<file path="src/rtl/sr_cmd_pkg.sv">
// sr_cmd_pkg: shared definitions for the sr_cmd_conditioner slice.
//   - sr_state_e         : conditioner FSM state encoding
//   - SR_SYNC_STAGES_DEF : default synchroniser depth
//   - SR_DB_CYCLES_DEF   : default debounce stability window, in clock cycles
//   - SR_CONFLICT_CNT_W  : width of the optional conflict counter
package sr_cmd_pkg;

    localparam int unsigned SR_SYNC_STAGES_DEF = 2;
    localparam int unsigned SR_DB_CYCLES_DEF   = 16;
    localparam int unsigned SR_CONFLICT_CNT_W  = 8;

    typedef enum logic [1:0] {
        IDLE    = 2'd0,
        SET_P   = 2'd1,
        RST_P   = 2'd2,
        LOCKOUT = 2'd3
    } sr_state_e;

endpackage

</file>
<file path="src/rtl/sr_debounce.sv">
// sr_debounce: one request channel of the command conditioner.
// Synchronises a raw asynchronous line, debounces it and emits a one-cycle
// event on each debounced rising edge.
//
// Parameters:
//   SYNC_STAGES : synchroniser flops (minimum 2)
//   DB_CYCLES   : consecutive differing synchronised cycles needed to flip (minimum 2)
//   CNT_W       : counter width, derived from DB_CYCLES
// Ports:
//   clk     : clock
//   rst_n   : asynchronous active-low reset
//   raw_i   : raw request line, asynchronous to clk
//   level_o : debounced level
//   rise_o  : one-cycle pulse after the debounced level goes 0->1
module sr_debounce #(
    parameter int unsigned SYNC_STAGES = 2,
    parameter int unsigned DB_CYCLES   = 16,
    parameter int unsigned CNT_W       = $clog2(DB_CYCLES)
) (
    input  logic clk,
    input  logic rst_n,
    input  logic raw_i,
    output logic level_o,
    output logic rise_o
);

    localparam logic [CNT_W-1:0] CNT_MAX = CNT_W'(DB_CYCLES - 1);

    logic [SYNC_STAGES-1:0] sync_q;
    logic                   sync_lvl;
    logic [CNT_W-1:0]       cnt_q, cnt_d;
    logic                   db_q, db_d;
    logic                   rise_q;

    // Plain flop chain; nothing may look at the raw line before the last stage.
    always_ff @(posedge clk or negedge rst_n) begin
        if (!rst_n) begin
            sync_q <= '0;
        end else begin
            sync_q <= {sync_q[SYNC_STAGES-2:0], raw_i};
        end
    end

    assign sync_lvl = sync_q[SYNC_STAGES-1];

    // Counter tracks how long the synchronised level has disagreed with the
    // debounced level; any agreement restarts the window.
    always_comb begin
        cnt_d = '0;
        db_d  = db_q;
        if (sync_lvl != db_q) begin
            if (cnt_q == CNT_MAX) begin
                db_d = ~db_q;
            end else begin
                cnt_d = cnt_q + 1'b1;
            end
        end
    end

    always_ff @(posedge clk or negedge rst_n) begin
        if (!rst_n) begin
            cnt_q  <= '0;
            db_q   <= 1'b0;
            rise_q <= 1'b0;
        end else begin
            cnt_q  <= cnt_d;
            db_q   <= db_d;
            rise_q <= db_d & ~db_q;
        end
    end

    assign level_o = db_q;
    assign rise_o  = rise_q;

endmodule

</file>
<file path="src/rtl/sr_cmd_conditioner.sv">
// sr_cmd_conditioner: front-end that turns raw set/reset request lines into
// clean single-cycle S/R pulses for sr_flip_flop, never driving S and R together.
//
// Optional feature: define SR_CMD_CONFLICT_CNT_EN to add conflict_cnt_o, a
// saturating count of conflict_o pulses.
//
// Parameters:
//   SYNC_STAGES : synchroniser depth per channel (minimum 2)
//   DB_CYCLES   : debounce stability window in cycles (minimum 2)
// Ports:
//   clk            : clock
//   rst_n          : asynchronous active-low reset
//   set_req_i      : raw set request (asynchronous)
//   rst_req_i      : raw reset request (asynchronous)
//   s_o            : one-cycle S command
//   r_o            : one-cycle R command
//   conflict_o     : one-cycle pulse on a forbidden set/reset overlap
//   busy_o         : high while locked out after a conflict
//   conflict_cnt_o : saturating conflict count (SR_CMD_CONFLICT_CNT_EN only)
module sr_cmd_conditioner
    import sr_cmd_pkg::*;
#(
    parameter int unsigned SYNC_STAGES = SR_SYNC_STAGES_DEF,
    parameter int unsigned DB_CYCLES   = SR_DB_CYCLES_DEF
) (
    input  logic clk,
    input  logic rst_n,
    input  logic set_req_i,
    input  logic rst_req_i,
    output logic s_o,
    output logic r_o,
    output logic conflict_o,
    output logic busy_o
`ifdef SR_CMD_CONFLICT_CNT_EN
    ,
    output logic [SR_CONFLICT_CNT_W-1:0] conflict_cnt_o
`endif
);

    localparam int unsigned CNT_W = $clog2(DB_CYCLES);

    logic set_lvl, set_ev;
    logic rst_lvl, rst_ev;

    sr_debounce #(
        .SYNC_STAGES (SYNC_STAGES),
        .DB_CYCLES   (DB_CYCLES),
        .CNT_W       (CNT_W)
    ) u_set_db (
        .clk     (clk),
        .rst_n   (rst_n),
        .raw_i   (set_req_i),
        .level_o (set_lvl),
        .rise_o  (set_ev)
    );

    sr_debounce #(
        .SYNC_STAGES (SYNC_STAGES),
        .DB_CYCLES   (DB_CYCLES),
        .CNT_W       (CNT_W)
    ) u_rst_db (
        .clk     (clk),
        .rst_n   (rst_n),
        .raw_i   (rst_req_i),
        .level_o (rst_lvl),
        .rise_o  (rst_ev)
    );

    sr_state_e state_q, state_d;
    logic      set_pend_q, set_pend_d;
    logic      rst_pend_q, rst_pend_d;
    logic      set_go, rst_go;
    logic      conflict_d;
    logic      s_q, r_q, conflict_q, busy_q;

    always_comb begin
        state_d    = state_q;
        set_pend_d = set_pend_q;
        rst_pend_d = rst_pend_q;
        conflict_d = 1'b0;
        set_go     = 1'b0;
        rst_go     = 1'b0;
        unique case (state_q)
            IDLE: begin
                // An event held over from a pulse cycle only counts if its
                // line is still debounced high.
                set_go     = set_ev | (set_pend_q & set_lvl);
                rst_go     = rst_ev | (rst_pend_q & rst_lvl);
                set_pend_d = 1'b0;
                rst_pend_d = 1'b0;
                if ((set_go & rst_go) | (set_go & rst_lvl) | (rst_go & set_lvl)) begin
                    state_d    = LOCKOUT;
                    conflict_d = 1'b1;
                end else if (set_go) begin
                    state_d = SET_P;
                end else if (rst_go) begin
                    state_d = RST_P;
                end
            end
            SET_P, RST_P: begin
                set_pend_d = set_pend_q | set_ev;
                rst_pend_d = rst_pend_q | rst_ev;
                state_d    = IDLE;
            end
            LOCKOUT: begin
                set_pend_d = 1'b0;
                rst_pend_d = 1'b0;
                if (!set_lvl && !rst_lvl) begin
                    state_d = IDLE;
                end
            end
            default: begin
                state_d = IDLE;
            end
        endcase
    end

    // Outputs are decoded from the next state so they line up with the state.
    always_ff @(posedge clk or negedge rst_n) begin
        if (!rst_n) begin
            state_q    <= IDLE;
            set_pend_q <= 1'b0;
            rst_pend_q <= 1'b0;
            s_q        <= 1'b0;
            r_q        <= 1'b0;
            conflict_q <= 1'b0;
            busy_q     <= 1'b0;
        end else begin
            state_q    <= state_d;
            set_pend_q <= set_pend_d;
            rst_pend_q <= rst_pend_d;
            s_q        <= (state_d == SET_P);
            r_q        <= (state_d == RST_P);
            conflict_q <= conflict_d;
            busy_q     <= (state_d == LOCKOUT);
        end
    end

    assign s_o        = s_q;
    assign r_o        = r_q;
    assign conflict_o = conflict_q;
    assign busy_o     = busy_q;

`ifdef SR_CMD_CONFLICT_CNT_EN
    logic [SR_CONFLICT_CNT_W-1:0] ccnt_q;

    // Counts in step with the conflict_o pulse it records; sticks at all-ones.
    always_ff @(posedge clk or negedge rst_n) begin
        if (!rst_n) begin
            ccnt_q <= '0;
        end else if (conflict_d && (ccnt_q != '1)) begin
            ccnt_q <= ccnt_q + 1'b1;
        end
    end

    assign conflict_cnt_o = ccnt_q;
`endif

endmodule

</file>
<file path="config.mk">
export PLATFORM = sky130hd
export DESIGN_NAME = sr_cmd_conditioner
export DESIGN_NICKNAME = d
export VERILOG_FILES = /design/src/rtl/sr_cmd_pkg.sv /design/src/rtl/sr_debounce.sv /design/src/rtl/sr_cmd_conditioner.sv
export SDC_FILE = /design/constraint.sdc
export NUM_CORES = 1
export LEC_CHECK = 0
export CORE_MARGIN = 2
export CORE_UTILIZATION = 45
export DETAILED_ROUTE_END_ITERATION = 16
export RECOVER_POWER = 100
export SETUP_SLACK_MARGIN = 0.4
export SYNTH_ARGS = -nofsm -noshare
export SYNTH_HDL_FRONTEND = slang
export SYNTH_SLANG_ARGS = --single-unit
export TNS_END_PERCENT = 10
</file>
<file path="constraint.sdc">
create_clock -name clk -period 1.7 [get_ports clk]
set_clock_uncertainty 0.05 [all_clocks]
set_input_delay 0.425 -clock clk [delete_from_list [all_inputs] [get_ports clk]]
set_output_delay 0.425 -clock clk [all_outputs]
set_load 0.1 [all_outputs]
</file>
==> metrics.cfg <==
[synth]
yosys_warnings = 0
post-synth-top-count-cell = dfrtp_1
synth_seq_cells = 24
synth-edff-count = 0
ys_async_sr_fraction_pct = 100.0
synth_seq_area_share_pct = 59.93
yosysTopAreaCell = dfrtp_1
ys_types = 25
synthTopCellsByCount = 24 x dfrtp_1, 6 x inv_1, 5 x ha_1, 5 x nor2_1
syn-num-nets = 87
netlist_instances = 78
synth_area_leaders = dfrtp_1 60%, ha_1 6.2%, xnor2_1 3.5%
synth_flop_cell = dfrtp_1
netlist_area_um2 = 1002
synthDominantCellAreaShare_pct = 59.93
syn_area_per_cell_um2 = 12.85

[timing]
finalHoldViolations = 0
setup-tns-final_ps = 0
slew_headroom_pct = 61.99
tightest_slew_ps = 570.1
final_max_slew_viol_count = 0
period_needed_ps = 1462
fin_ws_ps = 237.6
max_freq_mhz = 683.8
finalSetupViolCount = 0
timing.final.crit_share_pct = 86.02
rsz0062_at_grt = yes

[cts]
clk_latency_ps = 310
h-tree-depth = 1
cts_root_buf = clkbuf_4
clkSinkCount = 24
cts_tree = yes
postCtsHoldBufs = 0
cts_buffers = 3
clockBufferDepth = 2
clkTransAtPathRegs_ps = 130

[global_routing]
antenna_found_initial = 0
track_usage_pct = 14.37
busiest_layer = met2
grt_max_degree = 25
met2_usage_pct = 23.59
grt_pass1_vias = 615
use_met1_pct = 17.77
grt_pass1_wl_um = 2725
grt.overflow.total = 0
use_met3_pct = 2.632

[final_layout]
finalNetCount = 101
fillers = 187
seq_area_um2 = 603.1
multiInputGateArea_um2 = 406.6
drive_gt1_share_pct = 23.08
syn2layout_area_growth_pct = 18.98
n_antenna_cell = 0

[floorplanning]
dieArea_um2 = 2620
initial_core_util_pct = 46.65
rows = 17
die_w_um = 51.19
fp.coreArea_um2 = 2148
die_y_um = 51.19
pin_count = 8

[route]
vias = 624
routed_via_density = 5.244
wirelength_um = 1549
drc = 0
dr.pass1.iters = 4
antenna_left = 0
drtIter0Drc = 3
wl_per_cell_um = 13.02

[worst_setup_path]
critPathLaunchType = register
crit_required_ps = 1220
max_stage_delay_ps = 410
end_kind = output pin
critPathBufInv = 1
crit_slowest_cell = dfrtp_2
path_class = reg2out
path_cells = clkbuf_4
path_max_fanout = 1
worstPathArrival_ps = 990
critPathTopFamily = flip-flops

[place]
pre_cts_ws_ps = 226.1
io_buffer_count = 7
globalplace.congestion = 0.7258
dp_hpwl_um = 1083

[flow_run]
max-cap-violations = 0

[run_status]
status = finished, final reports clean

[worst_hold_path]
hold_path.class = reg2reg

[pwr]
power.density_nw_per_um2 = 875.2
leakagePower_nw = 0.5720
ir_drop_v = 0.0005064

==> registers in the layout, summed over array words and instances (netlist names), 2 cells and up <==
name,flops
u_set_db.sync_q,2
u_rst_db.cnt_q,4
state_q,2
u_set_db.cnt_q,4
u_rst_db.sync_q,2
==> timing repair <==
item / in CTS / in global routing
resized for setup: 5 / 6
setup buffers: 1 / 0
endpoints found under the setup margin: 11 / 11
pin swaps: 1 / 5
==> path summary, 6_finish.rpt <==
kind	cells past startpoint	startpoint	to	slack, ps
max	1	busy_o	busy_o	240
min	0	u_rst_db.sync_q[0]	u_rst_db.sync_q[1]	320
max reg2reg	4	u_rst_db.level_o	busy_o	250
min reg2reg	0	u_rst_db.sync_q[0]	u_rst_db.sync_q[1]	320
max in group asynchronous	2	rst_n	u_rst_db.rise_o	610
min in group asynchronous	2	rst_n	state_q[0]	580
==> kinds of logic after synthesis <==
logic type               count (synthesis)  synth area share (%)
flip-flops                              24                 59.93
multiplexers                             3                 3.246
XOR/XNOR                                 4                 3.495
adder cells (fa/ha/maj)                  5                 6.242
AND/OR/NAND/NOR                         19                 11.61
AO/OA/AOI/OAI                           17                 13.23
buffers and inverters                    6                 2.247
==> where the power goes <==
group | internal, mW | total (mW) | switching (mW)
logic | 0.0213 | 0.0452 | 0.0239
clock network | 0.238 | 0.397 | 0.159
registers | 0.587 | 0.601 | 0.0143
total | 0.847 | 1.04 | 0.197
==> cells in the final DEF, fill, tap and decap left out, types with 2 or more instances in the layout <==
cell type	n
dfrtp_2	2
inv_1	5
nor3b_1	4
dlygate4sd3_1	3
clkbuf_4	7
nor2_1	5
nor2b_1	3
a21oi_1	4
nand4b_1	2
nand3_1	2
o21a_1	2
mux2_2	2
ha_1	4
dfrtp_1	22
xnor2_1	4
o21ai_0	2
==> stage by stage <==
step / util (%) / area (µm²) / hold WS [ps] / cells / power, mW
floorplan: - / 1010 / 79.41 / 78 / 0.6336
global placement: 54.11 / 1162 / 283.2 / 114 / 0.6578
detailed placement: 54.11 / 1162 / 293.4 / 114 / 0.6612
CTS: 57.54 / 1236 / 324.3 / 119 / 1.066
global route: 55.50 / 1192 / 332.3 / 119 / 1.098
finish: 55.50 / 1192 / 320.0 / 119 / 1.044
==> final cells by class <==
class	count	area share, %
timing repair buffer	9	6.086
clock inverter	1	2.518
sequential	24	50.58
inverter	6	1.889
tap	28	2.938
multi-input combinational	48	34.10
clock buffer	3	1.889
==> metal layers <==
layer  up-vias  share of wire [%]
met1       313                 44
met2        13                 52
met5         -                  0
li1        296                  -
met4         0                1.1
met3         2                3.2
No activity file was read; power rests on OpenSTA's default activity.
